## src/rtl/operand2_unit.sv

```systemverilog
`default_nettype none
//============================================================================
// Module   : operand2_unit
// Purpose  : Sequential front end for the ARM data-processing second
//            operand. Latches an instruction word, fetches Rm (and Rs for
//            register-specified shifts) from the register file, drives an
//            external combinational barrel shifter with a legal opcode and
//            5-bit amount, and patches the architecturally special shift
//            cases before returning operand2 and the shifter carry-out.
// Ports    : clk, reset (async, active-high)
//            in_valid/in_ready/instr/carry_flag  - instruction intake
//            rf_rd_en/rf_addr/rf_data            - register-file read port
//            sh_a/sh_opcode/sh_shift/sh_carry_in - shifter drive
//            sh_result/sh_carry_out              - shifter return
//            out_valid/out_ready/op2/shifter_carry - result to ALU stage
// Config   : OP2_SHIFT_REG_EN - when defined, register-specified shifts are
//            supported (extra RD_S read of Rs). When undefined such
//            instructions pass Rm through unshifted with carry = C.
// Revision : 1.0 - initial release
//============================================================================
module operand2_unit (
  input  logic        clk,
  input  logic        reset,
  input  logic        in_valid,
  output logic        in_ready,
  input  logic [31:0] instr,
  input  logic        carry_flag,
  output logic        rf_rd_en,
  output logic [3:0]  rf_addr,
  input  logic [31:0] rf_data,
  output logic [31:0] sh_a,
  output logic [2:0]  sh_opcode,
  output logic [4:0]  sh_shift,
  output logic        sh_carry_in,
  input  logic [31:0] sh_result,
  input  logic        sh_carry_out,
  output logic        out_valid,
  input  logic        out_ready,
  output logic [31:0] op2,
  output logic        shifter_carry
);

  localparam logic [2:0] c_st_idle = 3'd0;
  localparam logic [2:0] c_st_rd_s = 3'd1;
  localparam logic [2:0] c_st_rd_m = 3'd2;
  localparam logic [2:0] c_st_exec = 3'd3;
  localparam logic [2:0] c_st_hold = 3'd4;

  localparam logic [2:0] c_op_lsl = 3'd0;
  localparam logic [2:0] c_op_lsr = 3'd1;
  localparam logic [2:0] c_op_asr = 3'd2;
  localparam logic [2:0] c_op_ror = 3'd3;
  localparam logic [2:0] c_op_rrx = 3'd4;

  logic [2:0]  r_state;
  logic [2:0]  w_next;
  logic        r_imm;        // I bit of the latched instruction
  logic [11:0] r_instr;      // low instruction bits that carry operand2 fields
  logic        r_c;          // CPSR C captured on accept
  logic [31:0] r_op2;
  logic        r_carry;
  logic [31:0] w_op2;
  logic        w_carry;
  logic [4:0]  w_amt5;
  logic [4:0]  w_idx_l;      // 32-s : carry bit for LSL
  logic [4:0]  w_idx_r;      // s-1  : carry bit for LSR/ASR/ROR
  logic        w_unused;

`ifdef OP2_SHIFT_REG_EN
  logic [7:0]  r_amt;        // Rs[7:0] for register-specified shifts
  assign w_amt5 = r_instr[4] ? r_amt[4:0] : r_instr[11:7];
`else
  assign w_amt5 = r_instr[11:7];
`endif

  // Modulo-32 arithmetic gives 32-s directly for s in 1..31.
  assign w_idx_l  = 5'd0 - w_amt5;
  assign w_idx_r  = w_amt5 - 5'd1;
  assign w_unused = ^{instr[31:26], instr[24:12]};

  assign in_ready      = (r_state == c_st_idle);
  assign out_valid     = (r_state == c_st_hold);
  assign op2           = r_op2;
  assign shifter_carry = r_carry;

  always_comb begin
    w_next = r_state;
    case (r_state)
      c_st_idle: begin
        if (in_valid) begin
          if (instr[25]) begin
            w_next = c_st_exec;
`ifdef OP2_SHIFT_REG_EN
          end else if (instr[4]) begin
            w_next = c_st_rd_s;
`endif
          end else begin
            w_next = c_st_rd_m;
          end
        end
      end
      c_st_rd_s: w_next = c_st_rd_m;
      c_st_rd_m: w_next = c_st_exec;
      c_st_exec: w_next = c_st_hold;
      c_st_hold: if (out_ready) w_next = c_st_idle;
      default:   w_next = c_st_idle;
    endcase
  end

  always_comb begin
    rf_rd_en = 1'b0;
    rf_addr  = 4'd0;
    case (r_state)
      c_st_rd_s: begin
        rf_rd_en = 1'b1;
        rf_addr  = r_instr[11:8];
      end
      c_st_rd_m: begin
        rf_rd_en = 1'b1;
        rf_addr  = r_instr[3:0];
      end
      default: ;
    endcase
  end

  // Shifter drive and result correction. Outside EXEC the shifter sees a
  // stable LSL #0 of zero and the result registers simply hold.
  always_comb begin
    sh_a        = 32'd0;
    sh_opcode   = c_op_lsl;
    sh_shift    = 5'd0;
    sh_carry_in = 1'b0;
    w_op2       = r_op2;
    w_carry     = r_carry;
    if (r_state == c_st_exec) begin
      sh_carry_in = r_c;
      if (r_imm) begin
        sh_a = {24'd0, r_instr[7:0]};
        if (r_instr[11:8] == 4'd0) begin
          w_op2   = {24'd0, r_instr[7:0]};
          w_carry = r_c;
        end else begin
          sh_opcode = c_op_ror;
          sh_shift  = {r_instr[11:8], 1'b0};
          w_op2     = sh_result;
          w_carry   = sh_result[31];
        end
      end else begin
        sh_a = rf_data;
        if (r_instr[4]) begin
`ifdef OP2_SHIFT_REG_EN
          if (r_amt == 8'd0) begin
            w_op2   = rf_data;
            w_carry = r_c;
          end else begin
            case (r_instr[6:5])
              2'd0: begin
                if (r_amt < 8'd32) begin
                  sh_opcode = c_op_lsl;
                  sh_shift  = w_amt5;
                  w_op2     = sh_result;
                  w_carry   = rf_data[w_idx_l];
                end else begin
                  w_op2   = 32'd0;
                  w_carry = (r_amt == 8'd32) ? rf_data[0] : 1'b0;
                end
              end
              2'd1: begin
                if (r_amt < 8'd32) begin
                  sh_opcode = c_op_lsr;
                  sh_shift  = w_amt5;
                  w_op2     = sh_result;
                  w_carry   = rf_data[w_idx_r];
                end else begin
                  w_op2   = 32'd0;
                  w_carry = (r_amt == 8'd32) ? rf_data[31] : 1'b0;
                end
              end
              2'd2: begin
                if (r_amt < 8'd32) begin
                  sh_opcode = c_op_asr;
                  sh_shift  = w_amt5;
                  w_op2     = sh_result;
                  w_carry   = rf_data[w_idx_r];
                end else begin
                  w_op2   = {32{rf_data[31]}};
                  w_carry = rf_data[31];
                end
              end
              default: begin
                // Rotation by a nonzero multiple of 32 leaves Rm intact.
                if (w_amt5 == 5'd0) begin
                  w_op2   = rf_data;
                  w_carry = rf_data[31];
                end else begin
                  sh_opcode = c_op_ror;
                  sh_shift  = w_amt5;
                  w_op2     = sh_result;
                  w_carry   = sh_result[31];
                end
              end
            endcase
          end
`else
          w_op2   = rf_data;
          w_carry = r_c;
`endif
        end else begin
          case (r_instr[6:5])
            2'd0: begin
              if (w_amt5 == 5'd0) begin
                w_op2   = rf_data;
                w_carry = r_c;
              end else begin
                sh_opcode = c_op_lsl;
                sh_shift  = w_amt5;
                w_op2     = sh_result;
                w_carry   = rf_data[w_idx_l];
              end
            end
            2'd1: begin
              if (w_amt5 == 5'd0) begin
                w_op2   = 32'd0;
                w_carry = rf_data[31];
              end else begin
                sh_opcode = c_op_lsr;
                sh_shift  = w_amt5;
                w_op2     = sh_result;
                w_carry   = rf_data[w_idx_r];
              end
            end
            2'd2: begin
              if (w_amt5 == 5'd0) begin
                w_op2   = {32{rf_data[31]}};
                w_carry = rf_data[31];
              end else begin
                sh_opcode = c_op_asr;
                sh_shift  = w_amt5;
                w_op2     = sh_result;
                w_carry   = rf_data[w_idx_r];
              end
            end
            default: begin
              if (w_amt5 == 5'd0) begin
                sh_opcode = c_op_rrx;
                w_op2     = sh_result;
                w_carry   = sh_carry_out;
              end else begin
                sh_opcode = c_op_ror;
                sh_shift  = w_amt5;
                w_op2     = sh_result;
                w_carry   = rf_data[w_idx_r];
              end
            end
          endcase
        end
      end
    end
  end

  always_ff @(posedge clk or posedge reset) begin
    if (reset) begin
      r_state <= c_st_idle;
      r_imm   <= 1'b0;
      r_instr <= 12'd0;
      r_c     <= 1'b0;
      r_op2   <= 32'd0;
      r_carry <= 1'b0;
`ifdef OP2_SHIFT_REG_EN
      r_amt   <= 8'd0;
`endif
    end else begin
      r_state <= w_next;
      if ((r_state == c_st_idle) && in_valid) begin
        r_imm   <= instr[25];
        r_instr <= instr[11:0];
        r_c     <= carry_flag;
      end
`ifdef OP2_SHIFT_REG_EN
      // Rs was addressed in RD_S, so its data is on rf_data during RD_M.
      if ((r_state == c_st_rd_m) && r_instr[4]) begin
        r_amt <= rf_data[7:0];
      end
`endif
      if (r_state == c_st_exec) begin
        r_op2   <= w_op2;
        r_carry <= w_carry;
      end
    end
  end

endmodule
`default_nettype wire

```

## config.mk

```make
export PLATFORM = sky130hd
export DESIGN_NAME = operand2_unit
export DESIGN_NICKNAME = d
export VERILOG_FILES = /design/src/rtl/operand2_unit.sv
export SDC_FILE = /design/constraint.sdc
export NUM_CORES = 1
export LEC_CHECK = 0
export BUFFER_PORTS_ARGS = -buffer_cell sky130_fd_sc_hd__buf_2
export CAP_MARGIN = 20
export CORE_ASPECT_RATIO = 0.7
export CORE_UTILIZATION = 29
export DETAILED_ROUTE_END_ITERATION = 7
export PLACE_DENSITY = 0.51
export SYNTH_ARGS = -nofsm -noshare
export SYNTH_HDL_FRONTEND = slang
export SYNTH_SLANG_ARGS = --single-unit
```

## constraint.sdc

```tcl
create_clock -name clk -period 3.95 [get_ports clk]
set_input_delay 0.79 -clock clk [delete_from_list [all_inputs] [get_ports clk]]
set_output_delay 0.79 -clock clk [all_outputs]
set_load 0.02 [all_outputs]
```

# Word-level counts from Yosys, hierarchy flattened

Index checks and enable logic that the tools add are counted.

Bits in registers: 50
Input port bits: 102
Output and inout bits: 81
Logic and storage cells: 66

Add/subtract/negate cells: 2
Order comparisons: 2
Eq/ne operators: 8
Mux-type cells: 40
Reduce and logical (&&, ||, !) cells: 8

Operator list:

| cell                  | number |
|---|---|
| $mux W32              | 8 |
| $pmux W32 S3          | 1 |
| $mux W5               | 5 |
| $mux W3               | 6 |
| $pmux W3 S5           | 1 |
| $lt A5 B6 Y1 const B  | 2 |
| $mux W1               | 12 |
| $bmux W1 S5           | 2 |
| $pmux W3 S3           | 1 |
| $pmux W4 S2           | 1 |
| $eq A3 B2 Y1 const B  | 2 |
| $logic_not A5 Y1      | 1 |
| $sub A1 B5 Y5 const A | 1 |
| $sub A5 B1 Y5 const B | 1 |
| $logic_not A4 Y1      | 1 |
| $mux W2               | 2 |
| $reduce_or A2 Y1      | 2 |
| $eq A3 B1 Y1 const B  | 1 |
| $eq A3 B3 Y1 const B  | 1 |
| $logic_not A3 Y1      | 1 |
| $eq A2 B1 Y1 const B  | 1 |
| $eq A2 B2 Y1 const B  | 1 |
| $logic_not A2 Y1      | 1 |
| $ne A2 B1 Y1 const B  | 1 |
| 4 further kinds       | 4 |

# Depth between registers and ports, before layout

Word-level depth: 7
Gate-level depth with buffers: 14
Gate-level depth less buffers: 10

# Least setup slack after synthesis

OpenSTA, ideal clock, no wires.

Path type: flip-flop to output port
Start point: reg r_instr[7]
End point: out sh_opcode[2]
Data arrival time: 2.664 ns
Required time: 3.160 ns
Slack: 0.496 ns
Stages on the path, launching flop included: 11
Buffers on the path: 4
Cells stage by stage: dfrtp_1 > buf_6 > buf_6 > inv_1 > ha_1 > nor3b_2 > ha_1 > clkbuf_1 > buf_1 > nand2_1 > nor4_1

Word-level cells in the longest chain between the ends: 6

Ends and longest elaborated chain:

| element                | line | RTL |
|---|---|---|
| start, declared        | 58   | `logic [11:0] r_instr;` |
| start signal, assigned | 276  | `r_instr <= instr[11:0];` |
| $logic_not A5 Y1       | 244  | `if (w_amt5 == 5'd0) begin` |
| $mux W3                | 244  |  |
| $pmux W3 S3            | 209  | `case (r_instr[6:5])` |
| $mux W3                | 150  | `if (r_instr[4]) begin` |
| $mux W3                | 137  | `if (r_imm) begin` |
| $mux W3                | 135  | `if (r_state == c_st_exec) begin` |
| end, declared          | 32   | `output logic [2:0] sh_opcode,` |

No other way between the ends.

# Worst setup path in the final report

Start point: reg r_instr[8]
End point: out sh_opcode[2]

Same word-level chain as after synthesis.

==> results.cfg <==
[worst_setup_path]
crit_top_cell = ha_1
critPathLaunchType = flip-flop
worst-path-max-fanout = 37
crit_slowest_cell = dfrtp_1
worstReg2RegStart = r_instr[8]$_DFFE_PP0P_
end_kind = primary output
critPathKind = reg2out
cp.arrival_ps = 2710
rrSetupSlack_ps = 600
cpPeakStageDelay_ps = 420
cp_cell_sequence = inv_1 > ha_1 > nor3b_2 > ha_1 > buf_4 > nand2_1 > nor4_1 > buf_2
cp.required_ps = 3160
reg2reg_depth = 10
r2r-end = op2[2]$_DFFE_PP0P_

[yosys]
synth-adder-area-share_pct = 1.66
syn_inst = 574
netlist_area_sq_mm = 0.00451
synthTopCellsByArea = dfrtp_1, o21ai_0, mux4_2
ys.flop_type = dfrtp_1
synth_cell_types = 42
synth_top_family_by_area = compound AO/OA/AOI/OAI gates
synth-simple-area-share_pct = 15.7
synthXorXnorAreaFrac_pct = 1.11
async_flop_share_pct = 100
syn_area_per_cell_sq_um = 7.86
synth_edf_count = 0
ys_seq_area_share_pct = 27.7
yosys.area.top_type = dfrtp_1
synth_compound_area_share_pct = 31.6
synth_top_area_share_pct = 27.7
synth_mux_area_share_pct = 13.8
syn_nets = 682
ys_seq_elements = 50
ys_warn_count = 0

[cells_and_area]
syn_to_final_growth_pct = 25.5
final_area_sq_mm = 0.00566
multi_input_area_sq_mm = 0.00289
nets = 804
diodes = 0
final-seq-area_sq_mm = 0.00125
layout-drive-gt1-share_pct = 30.4
stdcell_count = 892
nFillCells = 1587
postLayoutCoreUtil_pct = 37.9

[global_routing]
track_usage_pct = 20.4
overflow = 0
grt_max_degree = 108
antenna_found_initial = 0
grt_pass1_wl_um = 25600
grt_pass1_vias = 4607

[pwr]
irDropWorstVdd_mv = 0.254
p_leak_nw = 2.77
pwr_density_cell_mw_per_mm2 = 914

[detailed_routing]
viasPerCell = 5.57
postRouteAntennaNets = 0
vias = 4969
routed_wl_um = 16500
drt_iter0_markers = 447
firstDrtPassIters = 6
drcViolationCount = 0
avgRoutedWirePerCell_um = 18.5

[clock_network]
cts_inserted_buffers = 5
hold_buffers = 0
cts_resized = 0
cts.sinks = 50
clock_latency_ps = 300
cts_tree = done
htree_num_levels = 2
cts-root-buf = clkbuf_16
post_cts_buffers = 0
clk_pin_slew_ps = 70
cts_max_path_buffers = 2

[die]
core_sq_mm = 0.0150
row_count = 37
ios = 183
die_w_um = 151
die_y_um = 106
dieArea_sq_mm = 0.0161
start_util_pct = 30.2

[worst_hold_path]
hold_end = op2[5]$_DFFE_PP0P_
hold_depth = 2
min_from = op2[5]$_DFFE_PP0P_
hp-class = reg2reg

[timing]
drv_slew = 0
setup_tns_ps = 0
finalCritPeriodShare_pct = 88.7
finClkSkew_ps = 7.19
fmax_ghz = 0.285
finalSetupViolations = 0
rsz0062_at_grt = false
relSlewSlack_pct = 39.7
worst_pin_slew_ps = 905
period_needed_ps = 3500
hold_violations = 0

[status]
status = finished clean

[flow_run]
maxCapViolations = 0

[place]
place.gp.congestion = 0.826
dpl.hpwl_um = 11900
post-place-cells = 883
portBuffers = 163
place_area_sq_mm = 0.00544
power by group:
group          switching [W]  internal, W  leakage [nW]  total [W]
Clock               0.000211     0.000381        0.0971   0.000592
Combinational        0.00206      0.00143          2.05    0.00350
Sequential          0.000334     0.000756         0.619    0.00109
Total                0.00261      0.00257          2.77    0.00518
cell families (layout without fill, tap and decap cells):
logic type	after synthesis	count (layout)
AND/OR/NAND/NOR	162	162
AO/OA/AOI/OAI	221	221
adder cells (fa/ha/maj)	6	6
XOR/XNOR	4	4
multiplexers	35	35
buffers and inverters	96	219
flip-flops	50	50
cells in the mapped netlist (7+ instances only):
master / instances
a21oi_1: 29
a22oi_1: 27
a2111oi_0: 7
mux4_2: 12
a211oi_1: 27
a211o_1: 23
nand2_1: 46
dfrtp_1: 50
mux4_1: 7
inv_1: 34
a21o_1: 8
clkbuf_1: 50
nor2_1: 64
mux2i_1: 10
nor3_1: 32
o21ai_0: 85
critical path, delay by kind of cell, from the launching register on:
| kind | cells | cell delay, ps |
|---|---|---|
| fa+ha+maj | 2 | 440 |
| buf+inv | 3 | 790 |
| flops | 1 | 420 |
| simple gates | 3 | 770 |
cells in the final DEF, fill, tap and decap left out, types with 23 or more instances in the layout:
cell type,synthesis,layout
a211o_1,23,23
a211oi_1,27,27
a21oi_1,29,29
a22oi_1,27,27
buf_2,4,163
dfrtp_1,50,48
inv_1,34,33
nand2_1,46,46
nor2_1,64,63
nor3_1,32,32
o21ai_0,85,84
layout make-up:
type / count / area share (%)
Timing Repair Buffer: 177 / 16.8
Multi-Input combinational cell: 428 / 51.0
Inverter: 34 / 2.25
Sequential cell: 50 / 22.1
Tap cell: 195 / 4.31
Clock buffer: 6 / 2.45
Clock inverter: 2 / 1.06
stage by stage:
step                worst slack [ps]  power (W)  hold WS (ps)
floorplan                        496    0.00358           526
global placement                 680    0.00448           454
detailed placement               538    0.00455           466
CTS                              434    0.00516           483
global route                     191    0.00560           491
finish                           447    0.00518           473
sequential cells by signal, indices dropped and copies added (netlist names):
| signal | cells |
|---|---|
| op2 | 32 |
| r_c | 1 |
| r_imm | 1 |
| r_instr | 12 |
| r_state | 3 |
| shifter_carry | 1 |
how the worst max path moves through the flow:
| stage | from | to | slack, ps | cells past startpoint |
|---|---|---|---|---|
| final | r_instr[8]$_DFFE_PP0P_ | sh_opcode[2] | 450 | 8 |
| after global routing | r_instr[8]$_DFFE_PP0P_ | sh_shift[2] | 190 | 10 |
| after CTS | r_instr[8]$_DFFE_PP0P_ | sh_shift[2] | 430 | 10 |
| after detailed placement | r_instr[8]$_DFFE_PP0P_ | op2[2]$_DFFE_PP0P_ | 540 | 10 |
| after global placement | r_instr[8]$_DFFE_PP0P_ | op2[0]$_DFFE_PP0P_ | 680 | 10 |
| after floorplan | r_instr[7]$_DFFE_PP0P_ | sh_opcode[2] | 500 | 10 |
per-layer routing:
layer | track usage (%) | vias up | wire, um | share of wire, %
met1 | 31.2 | 2396 | 8080 | 49
met2 | 30.3 | 210 | 7160 | 43
li1 | - | 2356 | - | -
met3 | 3.48 | 7 | 1230 | 7.4
met5 | 0 | - | 0 | 0
met4 | 2.50 | 0 | 59 | 0.36
Power figures use the tool's default switching activity.
